`config.mk`:
```
export PLATFORM = sky130hd
export DESIGN_NAME = priority_encoder_hs_flat
export DESIGN_NICKNAME = d
export VERILOG_FILES = /design/src/rtl/priority_encoder_hs_if.sv /design/src/rtl/priority_encoder_hs.sv /design/src/flat_wrapper.sv
export SDC_FILE = /design/constraint.sdc
export NUM_CORES = 1
export LEC_CHECK = 0
export ABC_AREA = 1
export CELL_PAD_IN_SITES_DETAIL_PLACEMENT = 1
export CELL_PAD_IN_SITES_GLOBAL_PLACEMENT = 2
export CORE_MARGIN = 3
export CORE_UTILIZATION = 27
export CTS_CLUSTER_DIAMETER = 40
export DETAILED_ROUTE_END_ITERATION = 7
export GPL_ROUTABILITY_DRIVEN = 0
export PLACE_DENSITY = 0.79
export SLEW_MARGIN = 0
export SYNTH_ARGS = -nofsm -noshare
export SYNTH_HDL_FRONTEND = slang
export SYNTH_SLANG_ARGS = --single-unit
```
`constraint.sdc`:
```
create_clock -name clk -period 3.79 [get_ports clk]
set_clock_uncertainty 0.05 [all_clocks]
set_input_delay 0.9475 -clock clk [delete_from_list [all_inputs] [get_ports clk]]
set_output_delay 0.9475 -clock clk [all_outputs]
set_load 0.01 [all_outputs]
```
`src/rtl/priority_encoder_hs_if.sv`:
```
`default_nettype none
// ============================================================================
// Module   : priority_encoder_hs_if
// Purpose  : Bundle of request, selection and grant-handshake signals that
//            connect the priority encoder to its producer and consumer.
// Signals  : req       - level request lines (producer -> encoder)
//            mask      - per-line eligibility (producer -> encoder)
//            mode      - 0 fixed priority, 1 round-robin
//            out_valid - grant present (encoder -> consumer)
//            out_idx   - granted index (encoder -> consumer)
//            out_ready - consumer accepts the grant
//            pending_o - sticky pending status (encoder -> observer)
// Modports : master - the encoder side; slave - the environment side
// Revision : 1.0 - initial release
// ============================================================================
interface priority_encoder_hs_if #(
    parameter int N     = 16,
    parameter int IDX_W = $clog2(N)
);
    logic [N-1:0]     req;
    logic [N-1:0]     mask;
    logic             mode;
    logic             out_valid;
    logic [IDX_W-1:0] out_idx;
    logic             out_ready;
    logic [N-1:0]     pending_o;

    modport master (
        input  req, mask, mode, out_ready,
        output out_valid, out_idx, pending_o
    );

    modport slave (
        output req, mask, mode, out_ready,
        input  out_valid, out_idx, pending_o
    );
endinterface
`default_nettype wire

```
`src/rtl/priority_encoder_hs.sv`:
```
`default_nettype none
// ============================================================================
// Module   : priority_encoder_hs
// Purpose  : Registered priority encoder with sticky request latching and a
//            valid/ready grant handshake. Fixed (MSB-highest) or round-robin
//            selection, chosen at run time.
// Ports    : clk - rising-edge clock
//            rst - asynchronous active-high reset
//            bus - priority_encoder_hs_if.master (req, mask, mode, out_ready
//                  in; out_valid, out_idx, pending_o out)
// Revision : 1.0 - initial release
// ============================================================================
module priority_encoder_hs #(
    parameter int N = 16
) (
    input  wire logic             clk,
    input  wire logic             rst,
    priority_encoder_hs_if.master bus
);
    localparam int IDX_W = $clog2(N);

    typedef enum logic [0:0] {
        ST_IDLE = 1'b0,
        ST_HOLD = 1'b1
    } state_t;

    state_t           r_state;
    state_t           w_state_next;
    logic [N-1:0]     r_pending;
    logic [IDX_W-1:0] r_out_idx;
    logic [IDX_W-1:0] r_rr_ptr;

    logic [N-1:0]     w_eligible;
    logic [N-1:0]     w_clr;
    logic [N-1:0]     w_pending_next;
    logic             w_found;
    logic [IDX_W-1:0] w_fix_idx;
    logic [IDX_W-1:0] w_rr_idx;
    logic [IDX_W-1:0] w_winner;
    logic             w_load;
    logic             w_accept;

    // Selection looks only at the registered pending bits, never at this
    // cycle's raw requests.
    assign w_eligible = r_pending & bus.mask;
    assign w_found    = |w_eligible;

    // Winner search. Both loops let the last hit win, so each is ordered from
    // lowest to highest priority.
    always_comb begin
        int               pos;
        logic [IDX_W-1:0] pos_idx;
        w_fix_idx = '0;
        w_rr_idx  = '0;
        pos       = 0;
        pos_idx   = '0;
        for (int i = 0; i < N; i++) begin
            if (w_eligible[i]) begin
                w_fix_idx = IDX_W'(i);
            end
        end
        // Distance k=0 is (rr_ptr-1) mod N (highest), k=N-1 is rr_ptr itself
        // (lowest). The sum never exceeds 2N-2, so one wrap is enough.
        for (int k = N - 1; k >= 0; k--) begin
            pos = int'(r_rr_ptr) + N - 1 - k;
            if (pos >= N) begin
                pos = pos - N;
            end
            pos_idx = IDX_W'(pos);
            if (w_eligible[pos_idx]) begin
                w_rr_idx = pos_idx;
            end
        end
    end

    assign w_winner = bus.mode ? w_rr_idx : w_fix_idx;

    // Next-state and control.
    always_comb begin
        w_state_next = r_state;
        w_load       = 1'b0;
        w_accept     = 1'b0;
        case (r_state)
            ST_IDLE: begin
                if (w_found) begin
                    w_load       = 1'b1;
                    w_state_next = ST_HOLD;
                end
            end
            ST_HOLD: begin
                if (bus.out_ready) begin
                    w_accept     = 1'b1;
                    w_state_next = ST_IDLE;
                end
            end
            default: begin
                w_state_next = ST_IDLE;
            end
        endcase
    end

    // A request on the bit being cleared wins because req is ORed last.
    assign w_clr          = w_accept ? ({{(N-1){1'b0}}, 1'b1} << r_out_idx) : '0;
    assign w_pending_next = (r_pending & ~w_clr) | bus.req;

    always_ff @(posedge clk or posedge rst) begin
        if (rst) begin
            r_state   <= ST_IDLE;
            r_pending <= '0;
            r_out_idx <= '0;
            r_rr_ptr  <= '0;
        end else begin
            r_state   <= w_state_next;
            r_pending <= w_pending_next;
            if (w_load) begin
                r_out_idx <= w_winner;
            end
            // Pointer tracks the last accepted index in both modes.
            if (w_accept) begin
                r_rr_ptr <= r_out_idx;
            end
        end
    end

    assign bus.out_valid = (r_state == ST_HOLD);
    assign bus.out_idx   = r_out_idx;
    assign bus.pending_o = r_pending;
endmodule
`default_nettype wire
```
`src/flat_wrapper.sv`:
```
// flat-port wrapper written by rule: the top's interface ports become plain ports
module priority_encoder_hs_flat 
#(
    parameter int N = 16
)
  (clk, rst, bus_req, bus_mask, bus_mode, bus_out_ready, bus_out_valid, bus_out_idx, bus_pending_o);
  priority_encoder_hs_if #(.N(N)) bus_i ();
  input  wire logic clk;
  input  wire logic rst;
  input wire logic [$bits(bus_i.req)-1:0] bus_req;
  input wire logic [$bits(bus_i.mask)-1:0] bus_mask;
  input wire logic [$bits(bus_i.mode)-1:0] bus_mode;
  input wire logic [$bits(bus_i.out_ready)-1:0] bus_out_ready;
  output wire logic [$bits(bus_i.out_valid)-1:0] bus_out_valid;
  output wire logic [$bits(bus_i.out_idx)-1:0] bus_out_idx;
  output wire logic [$bits(bus_i.pending_o)-1:0] bus_pending_o;
  assign bus_i.req = bus_req;
  assign bus_i.mask = bus_mask;
  assign bus_i.mode = bus_mode;
  assign bus_i.out_ready = bus_out_ready;
  assign bus_out_valid = bus_i.out_valid;
  assign bus_out_idx = bus_i.out_idx;
  assign bus_pending_o = bus_i.pending_o;
  priority_encoder_hs #(.N(N)) u_core (.clk(clk), .rst(rst), .bus(bus_i));
endmodule
```
==> impl_results.md, run 1 <==
* Compound-gate portion of the synthesized area at 0.127
* Crit. End Element: flop
* Post-Synth XOR/XNOR Area at 0.0186
* Vias in the first global route at around 4,000
* Routed wire per std cell at 17.0 um
* Commonest non-fill, non-tap cell in the layout: nand2_1
* Clock Latency Late Sink at 260 ps
* Critical path's top delay family: simple AND/OR/NAND/NOR gates
* Sequential area share after synthesis at 0.202
* Slowest stage cell on the critical path: ha_1
* CP max stage delay at 460 ps
* Total wire length at 13.0 mm
* Layout Utilization at 0.350
* Post-DR vias/cell at 5.02
* Setup_tns at 0 ps
* WHS Path Cells at 2
* Worst EP required at 3890 ps
* Cell Count, Final, Fillers Out at 762
* Total grt overflow at 0
* Hold_buf cts at 0
* Post-CTS Setup Bufs at 0
* Ant diodes at 0
* Post-synthesis cell type count at 29
* Final setup vio count at 0
* CP Launch Type: flop
* Area growth from synthesis to layout at 24.6%
* Area of the multi-input gates at 2160 um2
* Yosys warns at 0
* Register area at 626 um2
* Main combinational cell family by area after synthesis: simple AND/OR/NAND/NOR gates
* Routed vias at 3,826
* Max Freq at 301 MHz
* Core Area at 11,000 um2
* # DRC at 0
* Layout filler cell count at 1,513
* R2R cell count at 27
* Htree depth at 1
* DRT Pass-1 Iters at 4
* Fin crit share at 0.876
* Final Max Tran Viols at 0
* Crit path max fanout at 13
* CTS tree: yes
* Number of CTS-inserted buffers at 3
* Placed cell count at roughly 760
* Tmin final at about 3300 ps
* CP Buf/Inv Count at 1
* Routed Antenna Nets at 0
* Clk slew on worst S/H paths at 70 ps
* Die Area at about 13,000 um2
* CP Class: reg -> reg
* Slew margin rel. at 0.334
* CTS max path bufs at 2
* Sink Count at 25
* CP dominant cell by count: nand2_1
* Endpoints failing hold at 0
* Detail Placement HPWL at 10.8 mm
* Io pins at 57
* Mapped Area at between 3000 and 4000 um2
* Reg-to-Reg Start: u_core.r_rr_ptr[1]$_DFFE_PP0P_
* Status: complete, no violations
* Global Route Usage Sum at 0.203
* Die Ht at 113 um
* Post-synthesis mux area share at 0
* Critical path depth at 27
* Arr. time, crit path at 3420 ps
* Layout cell share with drive strength beyond 1 at 0.0756
* Die X-Extent at ~110 um
* First-pass GRT wire length at 20.8 mm
* DR iter-0 viols at 148
* Maxcap violations at 0
* Synth Area in Simple Gates at 0.541
* Syn Nets at 607
* Hold Crit Class: reg -> reg
* Synthesized-area fraction occupied by adder cells at 0.00807
* Critical Path Start: u_core.r_rr_ptr[1]$_DFFE_PP0P_
* Yosys reg bits at 25
* Floorplan row count at 38
* Port Buffers at 56
* Initial antenna violation count at 0
* Clock root buffer: clkbuf_16
* Pin count of the biggest net entering global routing at 33
* Initial Util at 0.281
* Fin nets at 661
* Worst slew pin tran at 998 ps
* Syn Area/Cell at 5.45 um2
* Syn Inst Count at between 500 and 600
* RSZ-0062 raised after global routing: false
* Most frequent cells in the layout: nand2_1 (248), nand3_1 (90), clkdlybuf4s50_1 (56)
* Min-delay src: u_core.r_rr_ptr[1]$_DFFE_PP0P_
-- final timing paths --
| path | endpoint | slack, ps |
|---|---|---|
| min reg2reg | u_core.r_rr_ptr[1]$_DFFE_PP0P_ | 530 |
| max reg2reg | u_core.bus.out_idx[1]$_DFFE_PP0P_ | 470 |
| min in group asynchronous | u_core.bus.pending_o[14]$_DFF_PP0_ | 1170 |
| max in group asynchronous | u_core.r_rr_ptr[2]$_DFFE_PP0P_ | 1910 |
| min | u_core.r_rr_ptr[1]$_DFFE_PP0P_ | 530 |
| max | u_core.bus.out_idx[1]$_DFFE_PP0P_ | 470 |
-- timing repair --
action,4_1_cts,5_1_grt
endpoints found under the hold margin,0,0
gates resized for setup,0,1
setup endpoints to repair,0,3
-- flip-flops by register name, summed over array words and instances (netlist names) --
| name | cells |
|---|---|
| u_core.bus.pending_o | 16 |
| u_core.bus.out_valid | 1 |
| u_core.r_rr_ptr | 4 |
| u_core.bus.out_idx | 4 |
-- kinds of logic after synthesis --
kind of cell / Yosys count
buffers and inverters: 72
xor gates and xnor gates: 4
DFF: 25
AOI/OAI and AO/OA: 76
adders and majority gates: 2
and+or+nand+nor: 390
-- Yosys cell counts, drive strengths merged --
cell type / instances / area [um2]
ha: 2 / 25.0
o21ai: 29 / 145
nand3: 95 / 500
a21boi: 1 / 7.51
nor2: 26 / 108
a31oi: 3 / 18.8
o21a: 1 / 7.51
nand2: 265 / 1040
dfrtp: 25 / 626
or2: 3 / 18.8
nor4: 1 / 6.26
xor2: 4 / 57.6
buf: 14 / 105
a21oi: 42 / 214
inv: 58 / 218
-- area by class of cell --
type	count	share of cell area
Multi-Input combinational cell	472	0.558
Sequential cell	25	0.162
Timing Repair Buffer	63	0.159
Inverter	58	0.0563
Tap cell	140	0.0453
Clock buffer	4	0.0204
-- worst min-delay path: stages, from the launching register on --
cell and delay, ps:
dfrtp_1 420, nand2_1 70, o21ai_0 60
-- per-layer routing --
layer / vias to the layer above / wire (um) / GRT usage
met1: 1782 / 5870 / 0.256
met3: 18 / 511 / 0.0278
met2: 98 / 6310 / 0.364
met5: - / 0 / 0
met4: 0 / 261 / 0.0473
li1: 1928 / - / -
-- per-stage QoR --
| stage | hold slack [ps] | instance area, um2 | worst slack, ps |
|---|---|---|---|
| after detailed placement | 516 | 3780 | 247 |
| after CTS | 535 | 3860 | 229 |
| final | 532 | 3870 | 470 |
| after floorplan | 481 | 3100 | 846 |
| after global placement | 501 | 3780 | 252 |
| after global routing | 570 | 3870 | 20.0 |
Power of run 1 is left out: the tool's default activity adds up to more than one toggle a clock period on the data nets, which glitch-free logic cannot reach.
==> inputs of run 2 (changes only) <==
--- a/config.mk
+++ b/config.mk
@@ -8,6 +8,7 @@
 export ABC_AREA = 1
 export CELL_PAD_IN_SITES_DETAIL_PLACEMENT = 1
 export CELL_PAD_IN_SITES_GLOBAL_PLACEMENT = 2
+export CORE_ASPECT_RATIO = 1.5
 export CORE_MARGIN = 3
 export CORE_UTILIZATION = 27
 export CTS_CLUSTER_DIAMETER = 40
==> run 2 against run 1 <==
Net effect: sequential cell count is the same; sequential share of layout area fell by 0.099 points; clock-buffer cell count is the same; routed wire length increased by 6.0%; non-clock buffer count is 2 higher; highest routed layer unchanged; core utilization decreased by 0.050 points.
==> impl_results.md, run 2 (synthesis gave the netlist of run 1 again) <==
* Max Freq at 299 MHz (-0.75%)
* Pin count of the biggest net entering global routing at 33 (unchanged)
* Status: complete, no violations
* Fin nets at 663 (+0.30%)
* RSZ-0062 raised after global routing: false
* Slowest stage cell on the critical path: ha_1
* CP max stage delay at 460 ps (about the same)
* Die X-Extent at 93.5 um (-17%)
* Cts repair resizes at 0 (unchanged)
* Clock Latency Late Sink at 270 ps (about the same)
* Port Buffers at 56 (unchanged)
* Top sig layer: met4
* Routed Antenna Nets at 0 (unchanged)
* Placed cell count at 767 (+1.2%)
* Critical path's top delay family: simple AND/OR/NAND/NOR gates
* Register area at 626 um2 (unchanged)
* Setup_tns at 0 ps (unchanged)
* Initial antenna violation count at 0 (unchanged)
* Clk slew on worst S/H paths at 60 ps (about the same)
* Met3 wire len at 397 um (-22%)
* Arr. time, crit path at 3450 ps (+30 ps)
* Core Area at 11,100 um2 (+0.76%)
* Tmin final at 3350 ps (+25.1 ps)
* Routed metal-1 wire length at 4.93 mm (-16%)
* Critical path depth at 28 (+3.7%)
* Crit. End Element: flop
* Hold Crit Class: reg -> reg
* First-pass GRT wire length at 22.0 mm (+6.0%)
* CTS max path bufs at 2 (unchanged)
* Layout filler cell count at 1,531 (+1.2%)
* Io pins at 57 (unchanged)
* Most frequent cells in the layout: nand2_1 (248), nand3_1 (90), clkdlybuf4s50_1 (56)
* Vias in the first global route at 4,286 (+8.2%)
* Worst slew pin tran at 996 ps (-1.70 ps)
* Final Max Tran Viols at 0 (unchanged)
* Detail Placement HPWL at 11.5 mm (+5.9%)
* DR WL met2 at 7.46 mm (+18%)
* Endpoints failing hold at 0 (unchanged)
* R2R cell count at 28 (+3.7%)
* Number of CTS-inserted buffers at 3 (unchanged)
* CP Launch Type: flop
* Total wire length at 13.7 mm (+6.0%)
* Area growth from synthesis to layout at 25.4%
* Crit path max fanout at 8 (-5)
* Total grt overflow at 0 (unchanged)
* Floorplan row count at 47 (+24%)
* Area of the multi-input gates at 2160 um2 (unchanged)
* DRT Pass-1 Iters at 4 (unchanged)
* Die Ht at 137 um (+21%)
* Layout cell share with drive strength beyond 1 at 0.0785 (+0.00296)
* CTS tree: yes
* Cell Count, Final, Fillers Out at 771 (+1.2%)
* Ant diodes at 0 (unchanged)
* Routed vias at 3,989 (+4.3%)
* Die Area at 12,800 um2 (+0.21%)
* Clock root buffer: clkbuf_16
* CP Buf/Inv Count at 2 (+1)
* CP dominant cell by count: nand2_1
* Initial Util at 0.279 (-0.00212)
* Post-CTS Setup Bufs at 0 (unchanged)
* Sink Count at 25 (unchanged)
* Maxcap violations at 0 (unchanged)
* Max FFs per register at 16 (unchanged)
* Post-DR vias/cell at 5.17 (+3.0%)
* Hold_buf cts at 0 (unchanged)
* Final setup vio count at 0 (unchanged)
* Htree depth at 1 (unchanged)
* Worst EP required at 3900 ps (about the same)
* # DRC at 0 (unchanged)
* Commonest non-fill, non-tap cell in the layout: nand2_1
* Global Route Usage Sum at 0.224 (+0.0218)
* Fin crit share at 0.883 (+0.00663)
* CP Class: reg -> reg
* WHS Path Cells at 2 (unchanged)
* Slew margin rel. at 0.335 (+0.00113)
* DR iter-0 viols at 142 (-4.1%)
* Routed wire per std cell at 17.8 um (+4.8%)
==> run 2: changes by cell type in the layout (fill, tap and decap cells not counted), sizes merged <==
cell	delta
buf	+2
==> run 2: worst min-delay path: cells and delay by family, from the launching register on <==
family             cells  cell delay [ps]
DFF                    1              390
AOI/OAI and AO/OA      1              100
and+or+nand+nor        1               60
==> run 2: worst paths after layout <==
check / start / to / slack (ps)
max: u_core.r_rr_ptr[1]$_DFFE_PP0P_ / u_core.bus.out_idx[1]$_DFFE_PP0P_ / 440
min: u_core.bus.pending_o[7]$_DFF_PP0_ / u_core.bus.pending_o[7]$_DFF_PP0_ / 530
max in group asynchronous: rst / u_core.bus.pending_o[0]$_DFF_PP0_ / 1910
max reg2reg: u_core.r_rr_ptr[1]$_DFFE_PP0P_ / u_core.bus.out_idx[1]$_DFFE_PP0P_ / 440
min in group asynchronous: rst / u_core.bus.pending_o[8]$_DFF_PP0_ / 1170
min reg2reg: u_core.bus.pending_o[7]$_DFF_PP0_ / u_core.bus.pending_o[7]$_DFF_PP0_ / 530
==> run 2: per-stage QoR <==
| stage | setup WS (ps) | hold slack (ps) | util | cell area, um2 |
|---|---|---|---|---|
| after detailed placement | 305 | 515 | 0.343 | 3810 |
| after CTS | 273 | 533 | 0.350 | 3890 |
| after global routing | 7.03 | 574 | 0.350 | 3890 |
| after global placement | 339 | 503 | 0.343 | 3810 |
| final | 445 | 530 | 0.350 | 3890 |
| after floorplan | 846 | 481 | - | 3100 |
==> run 2: layout make-up <==
| class | instances | area share |
|---|---|---|
| tap | 147 | 0.0473 |
| timing repair buffer | 65 | 0.161 |
| clock buffer | 4 | 0.0203 |
| multi-input combinational | 472 | 0.554 |
| sequential | 25 | 0.161 |
| inverter | 58 | 0.0560 |
==> run 2: metal layers <==
metal	GRT usage	vias to the layer above
met4	0.147	0
met5	0	-
met2	0.430	118
li1	-	1928
met3	0.0158	54
met1	0.230	1889
Power of run 2 is left out for the same reason.
==> inputs of run 3 (changes only) <==
--- a/config.mk
+++ b/config.mk
@@ -6,15 +6,14 @@
 export NUM_CORES = 1
 export LEC_CHECK = 0
 export ABC_AREA = 1
-export CELL_PAD_IN_SITES_DETAIL_PLACEMENT = 1
-export CELL_PAD_IN_SITES_GLOBAL_PLACEMENT = 2
+export ABC_CLOCK_PERIOD_IN_PS = 3790
 export CORE_ASPECT_RATIO = 1.5
 export CORE_MARGIN = 3
-export CORE_UTILIZATION = 27
+export CORE_UTILIZATION = 35
 export CTS_CLUSTER_DIAMETER = 40
 export DETAILED_ROUTE_END_ITERATION = 7
 export GPL_ROUTABILITY_DRIVEN = 0
-export PLACE_DENSITY = 0.79
+export PLACE_DENSITY = 0.54
 export SLEW_MARGIN = 0
 export SYNTH_ARGS = -nofsm -noshare
 export SYNTH_HDL_FRONTEND = slang
==> constraint.sdc (replaced) <==
create_clock -name clk -period 3.79 [get_ports clk]
set_clock_uncertainty 0.05 [all_clocks]
set_input_delay 1.137 -clock clk [delete_from_list [all_inputs] [get_ports clk]]
set_output_delay 1.137 -clock clk [all_outputs]
set_load 0.01 [all_outputs]
==> run 3 against run 2 <==
Net effect: first-iteration DRC count grew 29%; die area shrank 22%; global-route usage grew 0.43 points; clock-buffer cell count is the same; register-to-register slack is essentially flat; critical path depth shrank 1; critical endpoint unchanged.
==> impl_results.md, run 3 (synthesis gave the netlist of run 1 again) <==
* Floorplan row count at 41 (-13%)
* Die Area at 10,100 um2 (-22%)
* Detail Placement HPWL at 9.41 mm (-18%)
* Htree depth at 1 (unchanged)
* Initial antenna violation count at 0 (unchanged)
* Clock Latency Late Sink at 260 ps (about the same)
* Die X-Extent at 82.9 um (-11%)
* WHS Path Cells at 2 (unchanged)
* Cell Count, Final, Fillers Out at 729 (-5.4%)
* CP Launch Type: flop
* Status: complete, no violations
* First-pass GRT wire length at 18.3 mm (-17%)
* Max Freq at 299 MHz (-0.12%)
* Post-DR vias/cell at 5.13 (-0.81%)
* Setup_tns at 0 ps (unchanged)
* CP Class: reg -> reg
* Most frequent cells in the layout: nand2_1 (249), nand3_1 (90), clkdlybuf4s50_1 (56)
* Worst R2R Setup Slack at 440 ps (about the same)
* Design Area, Final at 3820 um2 (-1.7%)
* CTS max path bufs at 2 (unchanged)
* Cell Area, Placed at 3740 um2 (-1.7%)
* Cts repair resizes at 0 (unchanged)
* Area of the multi-input gates at 2150 um2 (-0.12%)
* Die Ht at 121 um (-12%)
* Sink Count at 25 (unchanged)
* Reg-to-Reg Start: u_core.r_rr_ptr[1]$_DFFE_PP0P_
* Routed vias at 3,741 (-6.2%)
* Post-CTS Setup Bufs at 0 (unchanged)
* # DRC at 0 (unchanged)
* Total grt overflow at 0 (unchanged)
* Hold Crit Class: reg -> reg
* Worst slew pin tran at 944 ps (-51.8 ps)
* Endpoints failing hold at 0 (unchanged)
* Routed wire per std cell at 15.7 um (-12%)
* Clk slew on worst S/H paths at 60 ps (about the same)
* DR iter-0 viols at 183 (+29%)
* Arr. time, crit path at 3450 ps (about the same)
* Crit path max fanout at 13 (+5)
* Placed cell count at 725 (-5.5%)
* Vias in the first global route at 3,772 (-12%)
* Register area at 626 um2 (unchanged)
* RSZ-0062 raised after global routing: false
* Pin count of the biggest net entering global routing at 33 (unchanged)
* Io pins at 57 (unchanged)
* Hold_buf cts at 0 (unchanged)
* CTS tree: yes
* Port Buffers at 56 (unchanged)
* Min-delay src: u_core.bus.pending_o[15]$_DFF_PP0_
* R2R cell count at 27 (-3.6%)
* Area growth from synthesis to layout at 23.2%
* Slew margin rel. at 0.370 (+0.0346)
* Ant diodes at 0 (unchanged)
* Final setup vio count at 0 (unchanged)
* Fin crit share at 0.884 (+0.00104)
* Worst hold endpoint: u_core.bus.pending_o[15]$_DFF_PP0_
* Global Route Usage Sum at 0.229 (+0.00426)
* Fin nets at 661 (-0.30%)
* Max FFs per register at 16 (unchanged)
* Initial Util at 0.364 (+0.0852)
* R2r endpoint: u_core.bus.out_idx[1]$_DFFE_PP0P_
* Total wire length at 11.4 mm (-17%)
* Layout cell share with drive strength beyond 1 at 0.0740 (-0.00457)
* Layout filler cell count at 949 (-38%)
* Tmin final at 3350 ps (+3.93 ps)
* Routed Antenna Nets at 0 (unchanged)
* Final Max Tran Viols at 0 (unchanged)
* Worst EP required at 3890 ps (about the same)
* Crit. End Element: flop
* Clock root buffer: clkbuf_16
* DRT Pass-1 Iters at 5 (+1)
* Core Area at 8520 um2 (-23%)
* Number of CTS-inserted buffers at 3 (unchanged)
* Commonest non-fill, non-tap cell in the layout: nand2_1
* Maxcap violations at 0 (unchanged)
-- run 3: cell types whose count changed in the layout (fill, tap and decap cells not counted), sizes merged --
| cell | change |
|---|---|
| buf | -2 |
-- run 3: area by class of cell --
type                       count  area share
timing repair buffer          63       0.160
sequential                    25       0.164
clock buffer                   4      0.0206
multi-input combinational    472       0.563
inverter                      58      0.0570
tap                          107      0.0350
-- run 3: per-layer routing --
metal,GRT usage,part of all wire,up-vias
li1,-,-,1928
met1,0.245,0.39,1642
met2,0.430,0.52,126
met3,0.0183,0.036,45
met4,0.139,0.060,0
met5,0,0,-
-- run 3: critical path, cell delays in order (launching register included) --
cell and delay [ps]:
dfrtp_1 440, inv_1 100, ha_1 390, nand2_1 130
nand2_1 450, nand3_1 170, nand3_1 160, nand3_1 160
nand2_2 140, nor2_1 80, nand2_1 60, nand3_1 60
nand2_1 60, nand2_1 50, nand2_1 50, nand2_1 50
nand2_1 60, nand2_1 50, nand2_1 60, nand2_1 50
nand2_1 50, nand2_1 50, nand2_1 50, nand2_1 50
nand2_1 50, nand2_1 60, nand2_1 60, nand2_1 50
-- run 3: how the worst max path moves through the flow --
stage	endpoint	slack (ps)	from
6_report	u_core.bus.out_idx[1]$_DFFE_PP0P_	440	u_core.r_rr_ptr[1]$_DFFE_PP0P_
5_1_grt	u_core.bus.out_idx[1]$_DFFE_PP0P_	40	u_core.r_rr_ptr[1]$_DFFE_PP0P_
4_1_cts	u_core.bus.out_idx[1]$_DFFE_PP0P_	370	u_core.r_rr_ptr[1]$_DFFE_PP0P_
3_5_place_dp	u_core.bus.out_idx[1]$_DFFE_PP0P_	190	bus_mask[0]
3_3_place_gp	u_core.bus.out_idx[1]$_DFFE_PP0P_	170	bus_mask[0]
2_1_floorplan	u_core.bus.out_idx[1]$_DFFE_PP0P_	850	u_core.r_rr_ptr[0]$_DFFE_PP0P_
-- run 3: per-stage QoR --
step | hold slack, ps | utilization | worst slack (ps)
floorplan | 481 | - | 846
global placement | 494 | 0.440 | 167
detailed placement | 499 | 0.440 | 192
CTS | 520 | 0.449 | 366
global route | 557 | 0.449 | 35.1
finish | 523 | 0.449 | 441
Power of run 3 is left out for the same reason.
